$ cat src/rtl/colour_conv_pkg.sv
// Shared types and defaults for the YUV->RGB read/convert sequencer.
package colour_conv_pkg;

  typedef enum logic [2:0] {
    ST_IDLE,
    ST_WAIT,
    ST_READ,
    ST_DRAIN,
    ST_DONE
  } ccs_state_t;

  localparam logic [1:0] COMP_Y = 2'd0;
  localparam logic [1:0] COMP_U = 2'd1;
  localparam logic [1:0] COMP_V = 2'd2;

  localparam int CCS_NCH  = 3;
  localparam int CCS_NPIX = 2;

endpackage

$ cat src/rtl/ccs_phase_counter.sv
// Component-phase wrap counter with incrementally tracked lane/component selects.
module ccs_phase_counter
  import colour_conv_pkg::*;
#(
  parameter  int NCH  = CCS_NCH,
  parameter  int NPIX = CCS_NPIX,
  localparam int NPH  = NCH * NPIX,
  localparam int PW   = (NPH > 1) ? $clog2(NPH) : 1,
  localparam int LW   = (NPIX > 1) ? $clog2(NPIX) : 1,
  localparam int CW   = (NCH > 1) ? $clog2(NCH) : 1
) (
  input  logic          clk,
  input  logic          rst,
  input  logic          clr,
  input  logic          adv,
  output logic [PW-1:0] phase,
  output logic [LW-1:0] lane_sel,
  output logic [CW-1:0] comp_sel,
  output logic          last
);

  assign last = (phase == PW'(NPH - 1));

  // lane/comp are stepped alongside phase so no divider is needed for p/NCH, p%NCH
  always_ff @(posedge clk or posedge rst) begin
    if (rst) begin
      phase    <= '0;
      lane_sel <= '0;
      comp_sel <= CW'(COMP_Y);
    end else if (clr) begin
      phase    <= '0;
      lane_sel <= '0;
      comp_sel <= CW'(COMP_Y);
    end else if (adv) begin
      if (last) begin
        phase    <= '0;
        lane_sel <= '0;
        comp_sel <= CW'(COMP_Y);
      end else begin
        phase <= phase + PW'(1);
        if (comp_sel == CW'(NCH - 1)) begin
          comp_sel <= CW'(COMP_Y);
          lane_sel <= lane_sel + LW'(1);
        end else begin
          comp_sel <= comp_sel + CW'(1);
        end
      end
    end
  end

endmodule

$ cat src/rtl/colour_conv_sequencer.sv
// Frame sequencer: start/done handshake, component strobes, address generation, drain.
// Build option: define CCS_STALL_EN to honour mem_ready stalls in READ.
module colour_conv_sequencer
  import colour_conv_pkg::*;
#(
  parameter  int NCH        = CCS_NCH,
  parameter  int NPIX       = CCS_NPIX,
  parameter  int NUM_PIXELS = 76800,
  parameter  int ADDR_W     = 18,
  parameter  int DRAIN_CYC  = 2,
  localparam int NPH        = NCH * NPIX,
  localparam int PW         = (NPH > 1) ? $clog2(NPH) : 1,
  localparam int LW         = (NPIX > 1) ? $clog2(NPIX) : 1,
  localparam int CW         = (NCH > 1) ? $clog2(NCH) : 1
) (
  input  logic              clk,
  input  logic              rst,
  input  logic              start,
  input  logic              mem_ready,
  output logic              clear,
  output logic [LW-1:0]     lane_sel,
  output logic [CW-1:0]     comp_sel,
  output logic [NPH-1:0]    ld_en,
  output logic              wr_en,
  output logic              temp_en,
  output logic              cen,
  output logic [ADDR_W-1:0] rd_addr,
  output logic [ADDR_W-1:0] wr_addr,
  output logic              busy,
  output logic              done
);

  localparam int PCW = $clog2(NUM_PIXELS + 1);
  localparam int DW  = (DRAIN_CYC > 1) ? $clog2(DRAIN_CYC) : 1;

  ccs_state_t     state;
  logic           go;
  logic           adv;
  logic           last;
  logic           launch;
  logic           frame_end;
  logic [PW-1:0]  phase;
  logic [PCW-1:0] pix_cnt;
  logic [DW-1:0]  drain_cnt;

`ifdef CCS_STALL_EN
  assign go = mem_ready;
`else
  logic unused_mem_ready;
  assign unused_mem_ready = mem_ready;
  assign go = 1'b1;
`endif

  assign launch    = (state == ST_IDLE) && start;
  assign adv       = (state == ST_READ) && go;
  assign frame_end = cen && ((pix_cnt + PCW'(NPIX)) == PCW'(NUM_PIXELS));

  ccs_phase_counter #(.NCH(NCH), .NPIX(NPIX)) u_phase (
    .clk      (clk),
    .rst      (rst),
    .clr      (launch),
    .adv      (adv),
    .phase    (phase),
    .lane_sel (lane_sel),
    .comp_sel (comp_sel),
    .last     (last)
  );

  // strobes are gated by mem_ready in the same cycle, since read data is valid only then
  assign ld_en   = adv ? (NPH'(1) << phase) : '0;
  assign wr_en   = adv && !phase[0];
  assign temp_en = adv && phase[0];
  assign cen     = adv && last;

  always_ff @(posedge clk or posedge rst) begin
    if (rst) begin
      state     <= ST_IDLE;
      clear     <= 1'b1;
      busy      <= 1'b0;
      done      <= 1'b0;
      drain_cnt <= '0;
    end else begin
      case (state)
        ST_IDLE: if (start) begin
          state <= ST_WAIT;
          clear <= 1'b0;
          busy  <= 1'b1;
        end
        ST_WAIT: state <= ST_READ;
        ST_READ: if (frame_end) begin
          state     <= ST_DRAIN;
          drain_cnt <= DW'(DRAIN_CYC - 1);
        end
        ST_DRAIN: begin
          if (drain_cnt == '0) begin
            state <= ST_DONE;
            done  <= 1'b1;
          end else begin
            drain_cnt <= drain_cnt - DW'(1);
          end
        end
        ST_DONE: begin
          state <= ST_IDLE;
          clear <= 1'b1;
          busy  <= 1'b0;
          done  <= 1'b0;
        end
        default: begin
          state <= ST_IDLE;
          clear <= 1'b1;
          busy  <= 1'b0;
          done  <= 1'b0;
        end
      endcase
    end
  end

  always_ff @(posedge clk or posedge rst) begin
    if (rst) begin
      pix_cnt <= '0;
      rd_addr <= '0;
      wr_addr <= '0;
    end else if (launch) begin
      pix_cnt <= '0;
      rd_addr <= '0;
      wr_addr <= '0;
    end else begin
      if (adv) rd_addr <= rd_addr + ADDR_W'(1);
      if (wr_en) wr_addr <= wr_addr + ADDR_W'(1);
      if (cen) pix_cnt <= pix_cnt + PCW'(NPIX);
    end
  end

endmodule
$ cat config.mk
export PLATFORM = sky130hd
export DESIGN_NAME = colour_conv_sequencer
export DESIGN_NICKNAME = d
export VERILOG_FILES = /design/src/rtl/colour_conv_pkg.sv /design/src/rtl/ccs_phase_counter.sv /design/src/rtl/colour_conv_sequencer.sv
export SDC_FILE = /design/constraint.sdc
export NUM_CORES = 1
export LEC_CHECK = 0
export ABC_CLOCK_PERIOD_IN_PS = 2600
export BUFFER_PORTS_ARGS = -buffer_cell sky130_fd_sc_hd__buf_2
export CAP_MARGIN = 20
export CORE_MARGIN = 10
export CORE_UTILIZATION = 40
export DETAILED_ROUTE_END_ITERATION = 12
export GPL_ROUTABILITY_DRIVEN = 0
export MAX_ROUTING_LAYER = met4
export PLACE_DENSITY_LB_ADDON = 0.05
export REMOVE_ABC_BUFFERS = 1
export SYNTH_ARGS = -nofsm -noshare
export SYNTH_HDL_FRONTEND = slang
export SYNTH_SLANG_ARGS = --single-unit
$ cat constraint.sdc
create_clock -name clk -period 2.6 [get_ports clk]
set_input_delay 0.26 -clock clk [delete_from_list [all_inputs] [get_ports clk]]
set_output_delay 0.26 -clock clk [all_outputs]
set_load 0.05 [all_outputs]
==> results of run 1 <==
-- power groups by stage --
| stage | clock network, mW | registers, mW | logic [mW] |
|---|---|---|---|
| final | 1.04 | 1.48 | 1.65 |
| after floorplan | 0 | 1.97 | 0.725 |
| after global routing | 1.12 | 1.53 | 1.79 |
| after global placement | 0 | 1.50 | 1.67 |
| after detailed placement | 0 | 1.50 | 1.68 |
| after CTS | 1.07 | 1.48 | 1.68 |
-- registers in the layout, summed over array words and instances, names as in the netlist --
name / cells
rd_addr: 18
wr_addr: 18
pix_cnt: 16
state: 3
u_phase.phase: 3
u_phase.comp_sel: 2
busy: 1
clear: 1
done: 1
drain_cnt: 1
u_phase.lane_sel: 1
-- cell type report --
class,count,area (µm²),area share (%)
Multi-Input combinational cell,287,1710,41.64
Sequential cell,65,1628,39.63
Timing Repair Buffer,62,345.3,8.407
Tap cell,108,135.1,3.290
Clock buffer,9,123.9,3.016
Clock inverter,7,118.9,2.894
Inverter,11,46.29,1.127
-- stage by stage --
| step | total power, mW | util [%] | area, µm² |
|---|---|---|---|
| after detailed placement | 3.179 | 44.98 | 3865 |
| final | 4.164 | 47.80 | 4108 |
| after floorplan | 2.692 | - | 3385 |
| after CTS | 4.235 | 47.80 | 4108 |
| after global routing | 4.439 | 47.80 | 4108 |
| after global placement | 3.165 | 44.98 | 3865 |
-- cells in the final DEF, fill, tap and decap left out, drive strengths merged, types with 12 or more instances in the layout --
| cell | n |
|---|---|
| nor2 | 53 |
| nand2 | 34 |
| dfrtp | 64 |
| nor3 | 14 |
| xnor2 | 20 |
| o21ai | 35 |
| a21oi | 19 |
| nor4 | 12 |
| buf | 62 |
| nand3 | 21 |
-- per-layer routing --
layer	share of wire, %	vias up
met3	4.3	4
met5	0	-
met2	46	49
li1	-	1474
met4	0.81	0
met1	49	1416
-- critical path: cells and delay by family, from the launching register on --
family,cells,cell delay [ps]
buf+inv,1,300
flops,1,470
simple gates,2,1000
-- cells by family after synthesis --
kind of cell    Yosys count  synth area share (%)
fa+ha+maj                 4                 1.435
xor+xnor                 29                 7.284
compound gates           73                 12.16
flops                    65                 46.68
simple gates            181                 28.17
buf+inv                  31                 4.269
-- how the worst max path moves through the flow --
stage,slack (ps),cells past startpoint,end,startpoint
final,240,3,ld_en[4],state[0]$_DFFE_PP0P_
after detailed placement,460,5,wr_addr[12]$_DFFE_PP0P_,state[0]$_DFFE_PP0P_
after global routing,100,3,ld_en[1],state[1]$_DFFE_PP0P_
after floorplan,-580,6,pix_cnt[5]$_DFFE_PP0P_,state[2]$_DFFE_PP0P_
after global placement,460,5,wr_addr[12]$_DFFE_PP0P_,state[0]$_DFFE_PP0P_
after CTS,180,3,ld_en[4],state[0]$_DFFE_PP0P_
==> results_dict.tcl, run 1 <==
set metrics [dict create \
    cts-buffers-inserted 9 \
    io-pin-count 55 \
    most_frequent_cell_after_synthesis "dfrtp_1" \
    initial_core_util_pct 40.58 \
    detail_route.wirelength_um 8026 \
    cp.arrival_ps 2100 \
    netlist-cell-type-count 58 \
    cts.repair.resized 0 \
    dieHeight_um 113.4 \
    global_route.peak_usage_layer "met2" \
    final_tns_setup_ps 0 \
    clk_latency_ps 340 \
    detailedRoute.firstIterationViolations 114 \
    worstPathRequired_ps 2340 \
    hold_buffers 0 \
    drtPass1Iterations 4 \
    worst_reg2reg_startpoint "state[0]$_DFFE_PP0P_" \
    synth_flop_cell "dfrtp_1" \
    timing.final.crit_share_pct 90.69 \
    yosysWarnings 0 \
    maxClockFrequency_ghz 0.4241 \
    r2r_setup_slack_ps 480 \
    yosys.area.top_type_share_pct 45.93 \
    antenna_found_initial 0 \
    grt_total_ovfl 0 \
    crit-reg2reg-capture "wr_addr[12]$_DFFE_PP0P_" \
    num-nets-final 444 \
    groute.layer.met3.usage_pct 3.727 \
    detail-route-antenna-nets 0 \
    cts.path.max_buffers 2 \
    max-vdd-ir-drop_mv 0.5022 \
    fin_crit_ps 2358 \
    syn-instance-count 383 \
    synth_async_sr_flop_share_pct 100.0 \
    synth-seq-cells 65 \
    worst-r2r-cell-count 5 \
    max_cap_viol_count 0 \
    use_met1_pct 16.68 \
    synth-edff-count 0 \
    main_area_contributors_after_synthesis "dfrtp_1, nor2_1, xnor2_1, o21ai_0, nand2_1" \
    area_overhead_of_the_layout_relative_to_synthesis_pct 17.80 \
    cts_tree "built" \
    global_route.usage.met2_pct 20.12 \
    synth.yosys.seq_area_share_pct 46.68 \
    cp_slowest_cell "or4b_1" \
    vias_per_cell 5.361 \
    cts.htree.levels 3 \
    worstSetupPathType "register to primary output" \
    via_count 2943 \
    first_pass_grt_wire_length_um 13830 \
    mappedNetlistArea_um2 3487 \
    crit_path_end_kind "primary output" \
    worstMarginPinSlew_ps 673.9 \
    cts.sink_count 65 \
    num_antenna_cells 0 \
    hold_slack_ps 7.479 \
    timing.critical_path.cells "or4b_1, nor3_1, buf_2" \
    hpwlAfterDp_um 5599 \
    cell_total_after_placement 533 \
    sequentialPowerShare_pct 35.5 \
    cp_max_fo 9 \
    postSynthAreaPerCell_um2 9.105 \
    cp_peak_stage_delay_ps 780 \
    maxSlewHeadroom_pct 54.66 \
    pwr-share-comb_pct 39.6 \
    largest_net_degree_at_the_start_of_global_routing 39 \
    grt_pass1_vias 2777 \
    total_switching_power_mw 1.871 \
    port_buffers 53 \
    layout-drive-gt1-share_pct 21.32 \
    p_per_area_nw_per_um2 1014 \
    grt_use_total_pct 13.11 \
    routed_wire_length_per_instance_um 14.62 \
    power.share.clock_pct 24.9 \
    worstHoldPathType "primary input to asynchronous set/reset pin" \
    synth.top_cells.by_count "dfrtp_1, nor2_1, nand2_1" \
    rsz_0062_raised_after_global_routing "no" \
    total_leakage_power_nw 1.870 \
    final_cells 549 \
    internal_power_contribution_mw 2.293 \
    pre_cts_ws_ps 462.1 \
    die_width_um 113.4 \
    n_fill_cell 856 \
    cts_post_setup_buffers_inserted 0 \
    synth_area_leader_cell "dfrtp_1" \
    report.final.hold_viol_count 0 \
    finalSetupViolations 0 \
    final_setup_slack_of_the_worst_path_ps 242.0 \
    clk_pin_slew_worst_paths_ps 70 \
    outcome "completed" \
    rows 34 \
    clock-skew-final_ps 12.17 \
    cp-start-kind "register" \
    placeableCoreArea_um2 8593 \
    dieArea_um2 12850 \
    drt_drc_violations_left 0 \
    slew_violations 0 \
    switching_share_pct 44.94 \
    cts.root.buffer_cell "clkbuf_8" \
]
Power figures use the tool's default switching activity.
==> inputs of run 2 (changes only) <==
--- a/config.mk
+++ b/config.mk
@@ -14,6 +14,7 @@
 export GPL_ROUTABILITY_DRIVEN = 0
 export MAX_ROUTING_LAYER = met4
 export PLACE_DENSITY_LB_ADDON = 0.05
+export RECOVER_POWER = 100
 export REMOVE_ABC_BUFFERS = 1
 export SYNTH_ARGS = -nofsm -noshare
 export SYNTH_HDL_FRONTEND = slang
==> results_dict.tcl, run 2 (synthesized netlist as in run 1, its figures left out) <==
set metrics [dict create \
    antenna_found_initial 0 \
    area_overhead_of_the_layout_relative_to_synthesis_pct 14.85 \
    first_pass_grt_wire_length_um 13830 \
    detail-route-antenna-nets 0 \
    mostFrequentLayoutCell "dfrtp_1" \
    grt_total_ovfl 0 \
    clk_pin_slew_worst_paths_ps 70 \
    largest_net_degree_at_the_start_of_global_routing 39 \
    worstHoldPathType "primary input to asynchronous set/reset pin" \
    worstMarginPinSlew_ps 1087 \
    worstSetupPathType "register to primary output" \
    hold_buffers 0 \
    maxClockFrequency_ghz 0.4131 \
    max-vdd-ir-drop_mv 0.5090 \
    cts_post_setup_buffers_inserted 0 \
    crit_buf_inv 2 \
    clk_latency_ps 340 \
    cp_peak_stage_delay_ps 760 \
    cp_max_fo 9 \
    fin_crit_ps 2421 \
    die_width_um 113.4 \
    timing.critical_path.cells "or4b_1, clkinvlp_2, clkbuf_2" \
    io-pin-count 55 \
    worst_path_dominant_cell_family "simple AND/OR/NAND/NOR gates" \
    finalSetupViolations 0 \
    initial_core_util_pct 40.58 \
    cts.sink_count 65 \
    n_fill_cell 881 \
    hpwlAfterDp_um 5599 \
    port_buffers 53 \
    maxSlewHeadroom_pct 27.49 \
    max_cap_viol_count 0 \
    cts-buffers-inserted 9 \
    timing.final.crit_share_pct 93.10 \
    cts.root.buffer_cell "clkbuf_8" \
    rows 34 \
    p_per_area_nw_per_um2 1020 \
    dieHeight_um 113.4 \
    total_leakage_power_nw 1.673 \
    detailedRoute.firstIterationViolations 112 \
    layout-drive-gt1-share_pct 10.20 \
    vias_per_cell 5.330 \
    cp.arrival_ps 2160 \
    placeableCoreArea_um2 8593 \
    outcome "completed" \
    clock-skew-final_ps 11.81 \
    num-nets-final 444 \
    reg.largest.list "rd_addr x18, wr_addr x18, pix_cnt x16" \
    grt_use_total_pct 13.11 \
    final_tns_setup_ps 0 \
    cts.repair.resized 0 \
    slew_violations 0 \
    drtPass1Iterations 4 \
    final_core_util_pct 46.61 \
    detail_route.wirelength_um 8088 \
    worstPathRequired_ps 2340 \
    cp_slowest_cell "or4b_1" \
    routed_wire_length_per_instance_um 14.73 \
    cts_tree "built" \
    cts.htree.levels 3 \
    via_count 2926 \
    crit_path_end_kind "primary output" \
    grt_pass1_vias 2777 \
    drt_drc_violations_left 0 \
    report.final.hold_viol_count 0 \
    most-common-layout-cells "dfrtp_1, nor2_1, clkbuf_1, o21ai_0, nand2_1" \
    num_antenna_cells 0 \
    dieArea_um2 12850 \
    cts.path.max_buffers 2 \
    cp-start-kind "register" \
    rsz_0062_raised_after_global_routing "no" \
]
## run 2: layer usage
layer,global-route usage (%),wire length [µm],vias to the layer above
met3,3.727,341,5
li1,-,-,1475
met2,20.12,3714,35
met5,-,0,-
met1,16.68,3956,1411
met4,3.299,76,0
## run 2: path summary, 6_finish.rpt
kind,slack (ps),from,to,cells after the start
worst max-delay path,180,state[0]$_DFFE_PP0P_,wr_en,3
worst min-delay path,190,rst,rd_addr[17]$_DFFE_PP0P_,2
worst max register to register,250,state[0]$_DFFE_PP0P_,wr_addr[17]$_DFFE_PP0P_,6
worst min register to register,480,drain_cnt$_DFFE_PP0P_,state[2]$_DFFE_PP0P_,1
max in group asynchronous,910,rst,pix_cnt[15]$_DFFE_PP0P_,3
min in group clk,200,start,busy$_DFFE_PP0P_,3
## run 2: final cells by class
class	instances	area, µm²	area share, %
Multi-Input combinational cell	287	1692	42.24
Tap cell	108	135.1	3.374
Clock inverter	7	118.9	2.968
Clock buffer	9	123.9	3.093
Timing Repair Buffer	62	265.3	6.623
Inverter	11	42.54	1.062
Sequential cell	65	1628	40.64
## run 2: power by group
group | leakage [nW] | total [mW] | switching [mW] | internal [mW]
combinational | 0.675 | 1.57 | 1.20 | 0.368
clock | 0.115 | 1.04 | 0.402 | 0.636
sequential | 0.882 | 1.48 | 0.266 | 1.22
total | 1.67 | 4.09 | 1.87 | 2.22
## run 2: stage by stage
| step | std cells | area (µm²) | setup slack [ps] | power [mW] | hold slack (ps) |
|---|---|---|---|---|---|
| 4_1_cts | 549 | 4108 | 184.4 | 4.235 | 15.86 |
| 3_3_place_gp | 533 | 3865 | 456.2 | 3.165 | 382.1 |
| 2_1_floorplan | 363 | 3385 | -575.1 | 2.692 | 409.8 |
| 6_report | 549 | 4005 | 179.4 | 4.086 | 189.1 |
| 3_5_place_dp | 533 | 3865 | 462.1 | 3.179 | 380.5 |
| 5_1_grt | 549 | 4005 | 55.74 | 4.360 | 255.0 |
==> inputs of run 3 (changes only) <==
--- a/config.mk
+++ b/config.mk
@@ -18,4 +18,5 @@
 export REMOVE_ABC_BUFFERS = 1
 export SYNTH_ARGS = -nofsm -noshare
 export SYNTH_HDL_FRONTEND = slang
+export SYNTH_HIERARCHICAL = 1
 export SYNTH_SLANG_ARGS = --single-unit
==> results_dict.tcl, run 3 <==
set metrics [dict create \
    num-nets-final 440 \
    max-vdd-ir-drop_mv 0.8081 \
    finalSetupViolations 0 \
    p_per_area_nw_per_um2 1309 \
    crit_path_end_kind "primary output" \
    cp.arrival_ps 2000 \
    pre_cts_ws_ps 621.0 \
    mappedNetlistArea_um2 3512 \
    outcome "finished with violations" \
    cp_peak_stage_delay_ps 470 \
    detail-route-antenna-nets 0 \
    maxSlewHeadroom_pct -1.046 \
    layout-drive-gt1-share_pct 9.174 \
    maxClockFrequency_ghz 0.4420 \
    failed_checks "max-capacitance violations, max-slew violations" \
    worst_reg2reg_startpoint "state[1]$_DFFE_PP0P_" \
    cts_tree "built" \
    n_fill_cell 871 \
    dieArea_um2 12930 \
    final_cells 544 \
    synth-edff-count 0 \
    clk_pin_slew_worst_paths_ps 70 \
    yosys.area.top_type_share_pct 45.60 \
    synth_flop_cell "dfrtp_1" \
    postSynthAreaPerCell_um2 9.441 \
    yosysWarnings 6 \
    grt_total_ovfl 0 \
    crit_buf_inv 3 \
    dieHeight_um 113.7 \
    area_overhead_of_the_layout_relative_to_synthesis_pct 15.25 \
    initial_core_util_pct 40.67 \
    cts.root.buffer_cell "clkbuf_8" \
    drt_drc_violations_left 0 \
    total_leakage_power_nw 1.775 \
    synth_async_sr_flop_share_pct 100.0 \
    cell_total_after_placement 529 \
    via_count 2870 \
    crit-reg2reg-capture "rd_addr[3]$_DFFE_PP0P_" \
    slew_violations 60 \
    drtPass1Iterations 4 \
    synth_area_leader_cell "dfrtp_1" \
    hold_slack_ps 395.1 \
    worstHoldPathType "primary input to asynchronous set/reset pin" \
    timing.final.crit_share_pct 87.01 \
    report.final.hold_viol_count 0 \
    first_pass_grt_wire_length_um 13620 \
    detailedRoute.firstIterationViolations 201 \
    fin_crit_ps 2262 \
    io-pin-count 55 \
    final_tns_setup_ps 0 \
    worstPathRequired_ps 2340 \
    clk_latency_ps 330 \
    grt_pass1_vias 2813 \
    cts.sink_count 65 \
    rsz_0062_raised_after_global_routing "no" \
    hpwlAfterDp_um 5586 \
    detail_route.wirelength_um 8145 \
    synth.top_cells.by_count "dfrtp_1, nor2_1, nand2_1" \
    clock-skew-final_ps 10.89 \
    reg.largest.list "rd_addr x18, wr_addr x18, pix_cnt x16" \
    vias_per_cell 5.276 \
    syn-instance-count 372 \
    final_setup_slack_of_the_worst_path_ps 337.6 \
    most_frequent_cell_after_synthesis "dfrtp_1" \
    cts.path.max_buffers 2 \
    timing.critical_path.cells "nor2_1, nand2_1, inv_1, buf_4, and2_1, clkbuf_1" \
    max_cap_viol_count 1 \
    cts.repair.resized 0 \
    cts-buffers-inserted 9 \
    synth-seq-cells 65 \
    netlist-cell-type-count 63 \
    routed_wire_length_per_instance_um 14.97 \
    worst_path_dominant_cell_family "buffers and inverters" \
    worstSetupPathType "register to primary output" \
    final_core_util_pct 46.87 \
    placeableCoreArea_um2 8636 \
    synth.yosys.seq_area_share_pct 46.35 \
    cp_max_fo 14 \
    worst-r2r-cell-count 4 \
    grt_use_total_pct 12.95 \
    cp-start-kind "register" \
    main_area_contributors_after_synthesis "dfrtp_1, xor2_1, nor2_1, o21ai_0, nand2_1" \
    worstMarginPinSlew_ps 1516 \
    cts.htree.levels 3 \
    cp_slowest_cell "dfrtp_1" \
    antenna_found_initial 0 \
    die_width_um 113.7 \
    num_antenna_cells 0 \
    port_buffers 53 \
    most-common-layout-cells "dfrtp_1, clkbuf_1, nor2_1, nand2_1, o21ai_0" \
    rows 34 \
    largest_net_degree_at_the_start_of_global_routing 60 \
    mostFrequentLayoutCell "dfrtp_1" \
    r2r_setup_slack_ps 490 \
]
[run 3: cell count changes in the layout (fill, tap and decap cells not counted), moves of 3 or more]
| cell | change |
|---|---|
| a21oi_1 | -4 |
| and4_1 | +4 |
| clkbuf_1 | +9 |
| clkbuf_2 | -8 |
| nand2b_1 | +4 |
| nand3_1 | -3 |
| nand4_1 | +4 |
| nor3_1 | -8 |
| nor4_1 | -6 |
| o21ai_0 | -6 |
| xnor2_1 | -11 |
| xor2_1 | +14 |
[run 3: how the worst max path moves through the flow]
| stage | startpoint | to | cells after the start |
|---|---|---|---|
| 2_1_floorplan | state[2]$_DFFE_PP0P_ | ld_en[1] | 3 |
| 3_3_place_gp | pix_cnt[1]$_DFFE_PP0P_ | state[0]$_DFFE_PP0P_ | 6 |
| 3_5_place_dp | pix_cnt[1]$_DFFE_PP0P_ | state[0]$_DFFE_PP0P_ | 6 |
| 4_1_cts | state[0]$_DFFE_PP0P_ | ld_en[3] | 6 |
| 5_1_grt | state[0]$_DFFE_PP0P_ | temp_en | 6 |
| 6_report | state[0]$_DFFE_PP0P_ | temp_en | 6 |
[run 3: report_power, final]
group          total, mW  internal, mW  switching [mW]
clock network      0.956         0.581           0.375
registers           1.90          1.37           0.528
logic               2.44         0.651            1.79
total               5.30          2.60            2.70
[run 3: final cells by class]
| class | count | area [µm²] | share of cell area, % |
|---|---|---|---|
| multi-input combinational | 280 | 1744 | 43.09 |
| clock inverter | 3 | 65.06 | 1.607 |
| tap | 108 | 135.1 | 3.338 |
| inverter | 12 | 45.04 | 1.113 |
| clock buffer | 11 | 151.4 | 3.740 |
| timing repair buffer | 65 | 279.0 | 6.893 |
| sequential | 65 | 1628 | 40.22 |
[run 3: metrics by stage]
stage	cell area (µm²)	total power, mW
6_report	4048	5.300
5_1_grt	4048	5.677
4_1_cts	4131	5.472
3_5_place_dp	3905	4.487
3_3_place_gp	3905	4.457
2_1_floorplan	3422	3.772
[run 3: routing by layer]
layer  routed length (µm)  GRT usage [%]
met1                 4063          17.21
met2                 3612          18.63
met3                  388          3.097
met4                   80          4.992
met5                    0              -
[run 3: repair_timing]
| item | CTS | global route |
|---|---|---|
| setup endpoints to repair | 0 | 0 |
| hold buffers | 1 | 0 |
| buffers inserted | 0 | 0 |
| hold endpoints to repair | 6 | 0 |
[run 3: logic make-up (layout without fill, tap and decap cells)]
kind of cell | count (synthesis) | count (layout) | share of synthesized area, %
AO/OA/AOI/OAI | 66 | 66 | 11.83
multiplexers | 3 | 3 | 0.8906
AND/OR/NAND/NOR | 176 | 176 | 28.04
adder cells (fa/ha/maj) | 3 | 3 | 1.069
XOR/XNOR | 32 | 32 | 7.980
flip-flops | 65 | 65 | 46.35
buffers and inverters | 27 | 91 | 3.848
[run 3: worst min-delay path, cell delays in order]
cell,delay (ps)
dlygate4sd3_1,530
clkbuf_1,110
inv_1,240
